===== src/rtl/multiboot_pkg.sv =====
//------------------------------------------------------------------------------
// Module  : multiboot_pkg
// Brief   : ICAP command words, opcodes, read-mode encoding and FSM states
// Rev     : 1.0  initial release
//------------------------------------------------------------------------------
`default_nettype none
`timescale 1ns/1ps

package multiboot_pkg;

    localparam logic [15:0] SYNC1     = 16'hAA99;
    localparam logic [15:0] SYNC2     = 16'h5566;
    localparam logic [15:0] CMD_WR    = 16'h30A1;
    localparam logic [15:0] NULL      = 16'h0000;
    localparam logic [15:0] GEN1_WR   = 16'h3261;
    localparam logic [15:0] GEN2_WR   = 16'h3281;
    localparam logic [15:0] GEN3_WR   = 16'h32A1;
    localparam logic [15:0] GEN4_WR   = 16'h32C1;
    localparam logic [15:0] MODE_WR   = 16'h3301;
    localparam logic [15:0] IPROG     = 16'h000E;
    localparam logic [15:0] NOOP      = 16'h2000;
    localparam logic [15:0] IDLE_WORD = 16'hFFFF;

    localparam logic [7:0]  OP_X1     = 8'h03;
    localparam logic [7:0]  OP_X2     = 8'h3B;
    localparam logic [7:0]  OP_X4     = 8'h6B;
    localparam logic [15:0] MODEW_X2  = 16'h2080;
    localparam logic [15:0] MODEW_X4  = 16'h2100;

    localparam logic [1:0]  RD_X1     = 2'b00;
    localparam logic [1:0]  RD_X2     = 2'b01;
    localparam logic [1:0]  RD_X4     = 2'b10;

    typedef enum logic [4:0] {
        ST_IDLE, ST_LOAD,
        ST_SYNC1, ST_SYNC2, ST_CMD1, ST_NULL,
        ST_GEN1, ST_GEN1D, ST_GEN2, ST_GEN2D,
        ST_MODE, ST_MODED,
        ST_GEN3, ST_GEN3D, ST_GEN4, ST_GEN4D,
        ST_CMD2, ST_IPROG,
        ST_NOOP1, ST_NOOP2, ST_NOOP3, ST_NOOP4,
        ST_DONE
    } state_t;

    // ICAP on Spartan-6 expects each byte bit-reversed
    function automatic logic [15:0] byte_rev(input logic [15:0] w);
        logic [15:0] r;
        for (int i = 0; i < 8; i++) begin
            r[i]     = w[7-i];
            r[8+i]   = w[15-i];
        end
        return r;
    endfunction

endpackage

`default_nettype wire


===== src/rtl/multiboot_icap_if.sv =====
//------------------------------------------------------------------------------
// Module  : multiboot_icap_if
// Brief   : ICAP output register with byte bit-reversal; feeds ICAP_SPARTAN6
//           (CE, WRITE, I) at chip level, clocked by the same clk_icap
// Rev     : 1.0  initial release
//------------------------------------------------------------------------------
`default_nettype none
`timescale 1ns/1ps

module multiboot_icap_if
    import multiboot_pkg::*;
(
    input  logic        clk,
    input  logic        rst_n,
    input  logic [15:0] word,
    input  logic        ce_n,
    output logic        icap_ce_n,
    output logic        icap_wr_n,
    output logic [15:0] icap_din
);

    always_ff @(posedge clk or negedge rst_n) begin
        if (!rst_n) begin
            icap_ce_n <= 1'b1;
            icap_wr_n <= 1'b1;
            icap_din  <= byte_rev(IDLE_WORD);
        end else begin
            icap_ce_n <= ce_n;
            icap_wr_n <= ce_n;
            icap_din  <= byte_rev(word);
        end
    end

endmodule

`default_nettype wire


===== src/rtl/multiboot_seq.sv =====
//------------------------------------------------------------------------------
// Module  : multiboot_seq
// Brief   : Spartan-6 multiboot sequencer: slot/explicit address, 1x/2x/4x
//           SPI read mode, optional fallback, then IPROG through ICAP
// Rev     : 1.0  initial release
//------------------------------------------------------------------------------
`default_nettype none
`timescale 1ns/1ps

module multiboot_seq
    import multiboot_pkg::*;
#(
    parameter int          NUM_SLOTS       = 8,
    parameter int          SLOT_W          = 3,
    parameter logic [23:0] SLOT_BASE       = 24'h000000,
    parameter logic [23:0] SLOT_STRIDE     = 24'h0B0000,
    parameter logic [23:0] FALLBACK_ADDR   = 24'h000000,
    parameter bit          ENABLE_FALLBACK = 1'b1,
    parameter int          DEBOUNCE        = 3
)(
    input  logic              clk_icap,
    input  logic              rst_n,
    input  logic              reboot_req,
    input  logic [SLOT_W-1:0] slot_sel,
    input  logic              use_addr,
    input  logic [23:0]       addr_in,
    input  logic [1:0]        rd_mode,
    output logic              busy,
    output logic              err,
    output logic              done,
    output logic              icap_ce_n,
    output logic              icap_wr_n,
    output logic [15:0]       icap_din
);

    localparam int CNT_W = $clog2(DEBOUNCE + 1);

    logic [1:0]        r_sync;
    logic [CNT_W-1:0]  r_cnt;
    logic              w_trigger;
    state_t            r_state;
    logic [SLOT_W-1:0] r_slot;
    logic              r_use_addr;
    logic [23:0]       r_addr_in;
    logic [23:0]       r_addr;
    logic [7:0]        r_op;
    logic              r_mode_en;
    logic [15:0]       r_modew;
    logic [15:0]       w_word;
    logic              w_ce_n;

    // Count saturates at DEBOUNCE so a held request triggers only once
    always_ff @(posedge clk_icap or negedge rst_n) begin
        if (!rst_n) begin
            r_sync <= 2'b00;
            r_cnt  <= '0;
        end else begin
            r_sync <= {r_sync[0], reboot_req};
            if (!r_sync[1])
                r_cnt <= '0;
            else if (r_cnt != CNT_W'(DEBOUNCE))
                r_cnt <= r_cnt + CNT_W'(1);
        end
    end

    assign w_trigger = r_sync[1] && (r_cnt == CNT_W'(DEBOUNCE - 1));

    always_ff @(posedge clk_icap or negedge rst_n) begin
        if (!rst_n) begin
            r_state    <= ST_IDLE;
            busy       <= 1'b0;
            err        <= 1'b0;
            done       <= 1'b0;
            r_slot     <= '0;
            r_use_addr <= 1'b0;
            r_addr_in  <= '0;
            r_addr     <= '0;
            r_op       <= OP_X1;
            r_mode_en  <= 1'b0;
            r_modew    <= MODEW_X2;
        end else begin
            err  <= 1'b0;
            done <= 1'b0;
            case (r_state)
                ST_IDLE: begin
                    if (w_trigger) begin
                        if (!use_addr && (int'(slot_sel) >= NUM_SLOTS)) begin
                            err <= 1'b1;
                        end else begin
                            r_slot     <= slot_sel;
                            r_use_addr <= use_addr;
                            r_addr_in  <= addr_in;
                            case (rd_mode)
                                RD_X2: begin
                                    r_op <= OP_X2; r_mode_en <= 1'b1; r_modew <= MODEW_X2;
                                end
                                RD_X4: begin
                                    r_op <= OP_X4; r_mode_en <= 1'b1; r_modew <= MODEW_X4;
                                end
                                RD_X1: begin
                                    r_op <= OP_X1; r_mode_en <= 1'b0; r_modew <= MODEW_X2;
                                end
                                default: begin
                                    r_op <= OP_X1; r_mode_en <= 1'b0; r_modew <= MODEW_X2;
                                end
                            endcase
                            busy    <= 1'b1;
                            r_state <= ST_LOAD;
                        end
                    end
                end
                ST_LOAD: begin
                    r_addr  <= r_use_addr ? r_addr_in
                                          : SLOT_BASE + 24'(r_slot) * SLOT_STRIDE;
                    r_state <= ST_SYNC1;
                end
                ST_SYNC1: r_state <= ST_SYNC2;
                ST_SYNC2: r_state <= ST_CMD1;
                ST_CMD1:  r_state <= ST_NULL;
                ST_NULL:  r_state <= ST_GEN1;
                ST_GEN1:  r_state <= ST_GEN1D;
                ST_GEN1D: r_state <= ST_GEN2;
                ST_GEN2:  r_state <= ST_GEN2D;
                ST_GEN2D: r_state <= r_mode_en ? ST_MODE
                                   : (ENABLE_FALLBACK ? ST_GEN3 : ST_CMD2);
                ST_MODE:  r_state <= ST_MODED;
                ST_MODED: r_state <= ENABLE_FALLBACK ? ST_GEN3 : ST_CMD2;
                ST_GEN3:  r_state <= ST_GEN3D;
                ST_GEN3D: r_state <= ST_GEN4;
                ST_GEN4:  r_state <= ST_GEN4D;
                ST_GEN4D: r_state <= ST_CMD2;
                ST_CMD2:  r_state <= ST_IPROG;
                ST_IPROG: r_state <= ST_NOOP1;
                ST_NOOP1: r_state <= ST_NOOP2;
                ST_NOOP2: r_state <= ST_NOOP3;
                ST_NOOP3: r_state <= ST_NOOP4;
                ST_NOOP4: r_state <= ST_DONE;
                ST_DONE: begin
                    // Last NOOP is leaving the output register this cycle
                    done    <= 1'b1;
                    busy    <= 1'b0;
                    r_state <= ST_IDLE;
                end
                default:  r_state <= ST_IDLE;
            endcase
        end
    end

    always_comb begin
        w_word = IDLE_WORD;
        w_ce_n = 1'b0;
        case (r_state)
            ST_SYNC1: w_word = SYNC1;
            ST_SYNC2: w_word = SYNC2;
            ST_CMD1:  w_word = CMD_WR;
            ST_NULL:  w_word = NULL;
            ST_GEN1:  w_word = GEN1_WR;
            ST_GEN1D: w_word = r_addr[15:0];
            ST_GEN2:  w_word = GEN2_WR;
            ST_GEN2D: w_word = {r_op, r_addr[23:16]};
            ST_MODE:  w_word = MODE_WR;
            ST_MODED: w_word = r_modew;
            ST_GEN3:  w_word = GEN3_WR;
            ST_GEN3D: w_word = FALLBACK_ADDR[15:0];
            ST_GEN4:  w_word = GEN4_WR;
            ST_GEN4D: w_word = {r_op, FALLBACK_ADDR[23:16]};
            ST_CMD2:  w_word = CMD_WR;
            ST_IPROG: w_word = IPROG;
            ST_NOOP1, ST_NOOP2, ST_NOOP3, ST_NOOP4: w_word = NOOP;
            default:  w_ce_n = 1'b1;
        endcase
    end

    multiboot_icap_if u_icap_if (
        .clk       (clk_icap),
        .rst_n     (rst_n),
        .word      (w_word),
        .ce_n      (w_ce_n),
        .icap_ce_n (icap_ce_n),
        .icap_wr_n (icap_wr_n),
        .icap_din  (icap_din)
    );

endmodule

`default_nettype wire


===== config.mk =====
export PLATFORM = sky130hd
export DESIGN_NAME = multiboot_seq
export DESIGN_NICKNAME = d
export VERILOG_FILES = /design/src/rtl/multiboot_pkg.sv /design/src/rtl/multiboot_icap_if.sv /design/src/rtl/multiboot_seq.sv
export SDC_FILE = /design/constraint.sdc
export NUM_CORES = 1
export LEC_CHECK = 0
export ABC_AREA = 1
export ABC_CLOCK_PERIOD_IN_PS = 4490
export BUFFER_PORTS_ARGS = -buffer_cell sky130_fd_sc_hd__buf_2
export CORE_AREA = 2 2 80 158
export CTS_BUF_LIST = sky130_fd_sc_hd__clkbuf_2 sky130_fd_sc_hd__clkbuf_4 sky130_fd_sc_hd__clkbuf_8
export CTS_CLUSTER_DIAMETER = 150
export CTS_CLUSTER_SIZE = 10
export DETAILED_ROUTE_END_ITERATION = 12
export DIE_AREA = 0 0 82 160
export PLACE_DENSITY_LB_ADDON = 0.25
export REMOVE_ABC_BUFFERS = 1
export SLEW_MARGIN = 20
export SYNTH_ARGS = -nofsm -noshare
export SYNTH_HDL_FRONTEND = slang
export SYNTH_SLANG_ARGS = --single-unit
export TNS_END_PERCENT = 5

===== constraint.sdc =====
create_clock -name clk_icap -period 4.49 [get_ports clk_icap]
set_clock_uncertainty 0.05 [all_clocks]
set_input_delay 0 -clock clk_icap [delete_from_list [all_inputs] [get_ports clk_icap]]
set_output_delay 0 -clock clk_icap [all_outputs]
set_load 0.02 [all_outputs]

======== After elaboration in Yosys (flattened, before gate mapping) ========
Index checks and enable logic that the tools add are counted.
operators by class
  multiply operators ...................... 1
  reduce and logical (&&, ||, !) cells .... 10
  add/subtract/negate cells ............... 1
  eq/ne operators ......................... 28
  multiplexer cells ....................... 14
operators with widths
  kind                                               number
  one-hot mux 16 bit (15 select lines)               1
  one-hot mux 5 bit (22 select lines)                1
  == test 5 x 4 -> 1 bit (second input constant)     8
  == test 5 bit (second input constant)              7
  2-to-1 mux 24 bit                                  1
  == test 5 x 3 -> 1 bit (second input constant)     4
  OR reduction 20 bit                                1
  one-hot mux 7 bit (2 select lines)                 1
  == test 5 x 2 -> 1 bit (second input constant)     2
  2-to-1 mux 9 bit                                   1
  multiplier 3 x 4 -> 7 bit (second input constant)  1
  OR reduction 2 bit                                 3
  == test 5 x 1 -> 1 bit (second input constant)     1
  zero test 5 bit                                    1
  2-to-1 mux 5 bit                                   1
  == test 2 bit (second input constant)              2
  2-to-1 mux 1 bit                                   4
  2-to-1 mux 2 bit                                   2
  != test 2 bit (second input constant)              2
  AND reduction 2 bit                                2
  OR reduction 4 bit                                 1
  2-to-1 mux 3 bit                                   1
  adder 2 x 1 -> 2 bit (second input constant)       1
  == test 2 x 1 -> 1 bit (second input constant)     1
  4 further kinds                                    4
storage, ports and cells
  input port bits ......................... 33
  bits in registers ....................... 105
  output and inout bits ................... 21
  logic and storage cells ................. 68

======== Depth between registers and ports, before layout ========
  word-level depth ........................ 4
  gate-level depth with buffers ........... 10
  depth with buffers taken out ............ 9

======== Hierarchy ========
From an unflattened synthesis, not the netlist that was laid out.
unflattened totals
  cell total of the unflattened synthesis .. 480
  area, all modules ....................... 4052.6 µm²
by module, submodules not included
  module             times used  cells an instance  area an instance (µm²)  seq. area each (µm²)
  multiboot_seq      1           462                3598.5                  1677.9
  multiboot_icap_if  1           18                 454.2                   446.7

======== Worst setup path before layout ========
OpenSTA, ideal clock, no wires.
  path kind ............................... register to register
  start ................................... register r_slot[1]
  end ..................................... register r_addr[19]
  data required time ...................... 4357 ps
  cell stages (with the launch flop) ...... 8
  setup slack ............................. 2727 ps
  clock period less this slack ............ 1763 ps
  path buffers ............................ 0
  setup time .............................. 83 ps
  data arrival time ....................... 1631 ps
  cells stage by stage .................... dfrtp_1 > ha_1 > ha_1 > inv_1 > fa_1 > nand2_1 > o21ai_0 > o21ai_0
on the way
  word-level cells in the longest chain between the ends .. 2
ends and longest elaborated chain
  what                       line                  text
  from (decl)                multiboot_seq.sv:42   logic [SLOT_W-1:0] r_slot;
  from (signal assigned)     multiboot_seq.sv:90   r_slot <= slot_sel;
  multiplier 3 x 4 -> 7 bit  multiboot_seq.sv:114  : SLOT_BASE + 24'(r_slot) * SLOT_STRIDE;
  2-to-1 mux 24 bit          multiboot_seq.sv:113  r_addr <= r_use_addr ? r_addr_in
  to (signal assigned)       multiboot_seq.sv:113
  to (decl)                  multiboot_seq.sv:45   logic [23:0] r_addr;
Every way passes these cells.
A chain may end at the register's enable or synchronous reset.

======== Worst setup path in the final report ========
  start ................................... register r_state[1]
  end ..................................... register r_modew[7]
on the way
  word-level cells in the longest chain between the ends .. 2
ends and longest elaborated chain
  what                           line                  text
  from (decl)                    multiboot_seq.sv:41   state_t r_state;
  from (signal assigned)         multiboot_seq.sv:124  ST_GEN2D: r_state <= r_mode_en ? ST_MODE
  from (signal assigned)         multiboot_seq.sv:127  ST_MODED: r_state <= ENABLE_FALLBACK ? ST_GEN3 : ST_CMD2;
  zero test 5 bit                multiboot_seq.sv:84   case (r_state)
  AND reduction 2 bit (no line)  n/a
  to (signal assigned)           multiboot_seq.sv:80   r_modew <= MODEW_X2;
  to (signal assigned)           multiboot_seq.sv:95   r_op <= OP_X2; r_mode_en <= 1'b1; r_modew <= MODEW_X2;
  to (signal assigned)           multiboot_seq.sv:98   r_op <= OP_X4; r_mode_en <= 1'b1; r_modew <= MODEW_X4;
  to (decl)                      multiboot_seq.sv:48   logic [15:0] r_modew;
Every way passes these cells.

==> run_results.csv <==
group,metric,value,unit
outcome,outcome,"completed",
power_and_ir_drop,power.ir.vdd_worst,0.432,mV
synthesis,synth.yosys.seq_area_share,0.519,
timing,max_slew.worst_pin.slew,851,ps
synthesis,share_of_the_synthesized_area_in_compound_gates_ao_oa_aoi_oai,0.0700,
timing,fin_tns_setup,0,ps
critical_path,worstSetupEndpointType,"register",
layout,postLayoutCoreUtil,0.417,
layout,antenna_cells,0,
synthesis,number_of_warning_messages_in_the_yosys_log,0,
clock_network,ctsHtreeMaxLevel,3,
die,chipHeight,160,µm
global_routing,grt_pass1_wl,16400,µm
timing,final_critical_path_setup_slack,2120,ps
routing,remaining_drc_errors,0,
timing,final.period_utilization,0.529,
routing,antenna_violating_nets_post_route,0,
die,core_area,0.0120,mm²
routing,vias,3444,
synthesis,ys_seq_elements,84,
synthesis,avgSynthCellArea,8.15,µm²
placement,place.port_buffers,52,
layout,area_delta_synth_final,22.0,%
clock_network,cts-root-to-sink-buffers,2,
power_and_ir_drop,power_per_cell_area,724,mW/mm²
clock_network,cts_sinks,84,
clock_network,cts_made_buffers,9,
placement,place_hpwl,6880,µm
layout,post_route_cells_drive_above_1_share,0.205,
timing,max_slew_margin,0.433,
routing,dr.first_iter.drc_count,207,
timing,maxClockFrequency,0.421,GHz
global_routing,grt_use_total,0.163,
critical_path,cp-start-kind,"register",
routing,drt_first_pass_iters,4,
timing,maxSlewViolCount,0,
run,number_of_violations_of_the_max_capacitance_limit,0,
timing,timing_hold_violations_final,0,
synthesis,synth_largest_type_area_fraction,0.404,
synthesis,syn-instance-count,502,
routing,routed_wire_length_per_instance,13.6,µm
layout,finalInstanceArea,0.00499,mm²
routing,wirelength,9970,µm
die,die_area,0.0131,mm²
global_routing,gr-total-overflow,0,
critical_path,crit_fanout,36,
synthesis,area_share_of_fa_ha_maj_cells_after_synthesis,0.0355,
die,die_width,82,µm
clock_network,clock_tree_from_tritoncts,"done",
synthesis,yosys.cell_types.count,36,
global_routing,antenna_found_initial,0,
routing,detail_route.vias_per_cell,4.70,
synthesis,post_synth_and_or_nand_nor_area_fraction,0.297,
critical_path,critPathRequiredTime,4740,ps
global_routing,pin_count_of_the_biggest_net_entering_global_routing,85,
synthesis,yosysTopAreaCell,"dfrtp_1",
power_and_ir_drop,leakagePower,2.55,nW
clock_network,postCtsSetupBuffers,0,
synthesis,post_synthesis_mux_area_share,0,
critical_path,critical_path_class,"register to register",
global_routing,vias_in_the_first_global_route,3517,
die,initial_core_util,0.341,
synthesis,combinational_family_with_the_most_area_after_synthesis,"simple AND/OR/NAND/NOR gates",
timing,setup_repair_after_global_routing_missed_its_margin,"no",
die,pin_count,54,
synthesis,syn-cell-area,0.00409,mm²
synthesis,synth.area.top_cells,"dfrtp_1 40%, nand2_1 16%, dfstp_2 12%",
die,row_count,57,
clock_network,clkLatencyLatePin,370,ps
timing,setup-violations-final,0,
placement,placed_area,0.00443,mm²
synthesis,post_synth_xor_area_fraction,0.00214,
placement,post-place-ws,2140,ps
timing,fin_crit,2370,ps
hold_path,holdCritPathClass,"primary input to async pin",
placement,finalWeightedCongestion,0.910,
layout,fin_nets,625,
clock_network,ctsRootBufferMaster,"clkbuf_8",
clock_network,path_clk_slew,90,ps
critical_path,cp_data_arrival_time,2620,ps
area by class of cell:
cell class / instances / area (µm²)
Fill cell: 1238 / 6990
Sequential cell: 84 / 2120
Multi-Input combinational cell: 349 / 1660
Timing Repair Buffer: 86 / 604
Inverter: 51 / 191
Tap cell: 147 / 184
Clock buffer: 12 / 153
Clock inverter: 4 / 73.8
metal layers:
layer / up-vias / GRT usage / share of wire
li1: 1727 / - / -
met1: 1615 / 0.207 / 0.45
met2: 85 / 0.261 / 0.50
met3: 17 / 0.0266 / 0.034
met4: 0 / 0.0795 / 0.023
met5: - / 0 / 0
worst max-delay path, cell delays in order, from the launching register on:
cell and delay, ps:
dfrtp_1 510, nor2_1 350, inv_1 140, nor2_1 120, nand2_1 50, buf_4 230
inv_2 510, nand2_1 150, o21a_1 140
cells in the final DEF, fill, tap and decap left out, drive strengths merged:
cell type	instances
a31oi	3
conb	1
nor3	4
a211oi	2
xor2	1
o21ai	33
bufinv	2
o2111ai	1
dlygate4sd3	33
buf	53
a21oi	5
nor2	49
nand3b	1
nand3	37
dfstp	18
nor4	1
o22ai	1
o21a	1
clkinv	3
nand4	3
ha	10
dfrtp	66
clkbuf	12
o211ai	4
inv	50
nor3b	1
fa	1
o211a	1
nand2	189
where the power goes:
part,internal [mW],switching [mW]
Combinational,0.544,1.05
Sequential,1.18,0.227
Clock,0.341,0.268
Total,2.07,1.55
cell usage after synthesis:
master / number
dfrtp_1: 66
xor2_1: 1
o21ai_0: 20
nand2_2: 12
nor4_1: 1
nor3b_1: 1
buf_4: 6
inv_1: 40
ha_1: 10
nor3_1: 4
nand2_1: 177
a21oi_1: 5
o211ai_1: 4
a211oi_1: 2
inv_2: 10
nor2_1: 41
buf_2: 8
nand4_1: 3
nand3_4: 1
dfstp_2: 18
o21ai_1: 13
buf_6: 2
a31oi_1: 3
fa_1: 1
o211a_1: 1
nand3b_1: 1
o21a_1: 1
o2111ai_1: 1
conb_1: 1
clkinv_1: 1
clkbuf_1: 2
nor2_2: 7
nor2_4: 1
o22ai_1: 1
nand3_2: 2
nand3_1: 34
registers in the layout, summed over array words and instances, names as in the netlist:
register and flops:
r_op 3, u_icap_if.icap_ce_n 1, u_icap_if.icap_din 16, busy 1, r_sync 2, r_cnt 2
r_use_addr 1, r_modew 1, r_addr_in 24, done 1, r_addr 24, r_slot 3
r_state 5
stage by stage:
step                total power, mW  cells  hold slack [ps]
finish                         3.61    733              189
global route                   3.95    733              233
CTS                            3.66    733              217
detailed placement             3.01    684             71.9
global placement               2.99    684             73.1
floorplan                      2.53    484             -346
final timing paths:
kind | startpoint | endpoint | slack, ps | depth (start not counted)
worst min register to register | r_sync[0] | r_sync[1] | 300 | 0
min in group clk_icap | reboot_req | r_sync[0] | 230 | 2
worst max-delay path | r_state[1] | r_modew[7] | 2120 | 8
worst min-delay path | rst_n | r_cnt[0] | 190 | 2
max in group asynchronous | rst_n | r_addr_in[6] | 3690 | 2
worst max register to register | r_state[1] | r_modew[7] | 2120 | 8
kinds of logic (layout without fill, tap and decap cells):
group,count (synthesis),in the layout
AOI/OAI and AO/OA,51,51
xor gates and xnor gates,1,1
adders and majority gates,11,11
buffers and inverters,69,153
DFF,84,84
other,1,1
and+or+nand+nor,285,285
repair_timing:
| action | 4_1_cts | 5_1_grt |
|---|---|---|
| hold buffers | 33 | 0 |
| endpoints found under the hold margin | 99 | 0 |
| gates resized for setup | 0 | 0 |
No activity file was read; power rests on OpenSTA's default activity.
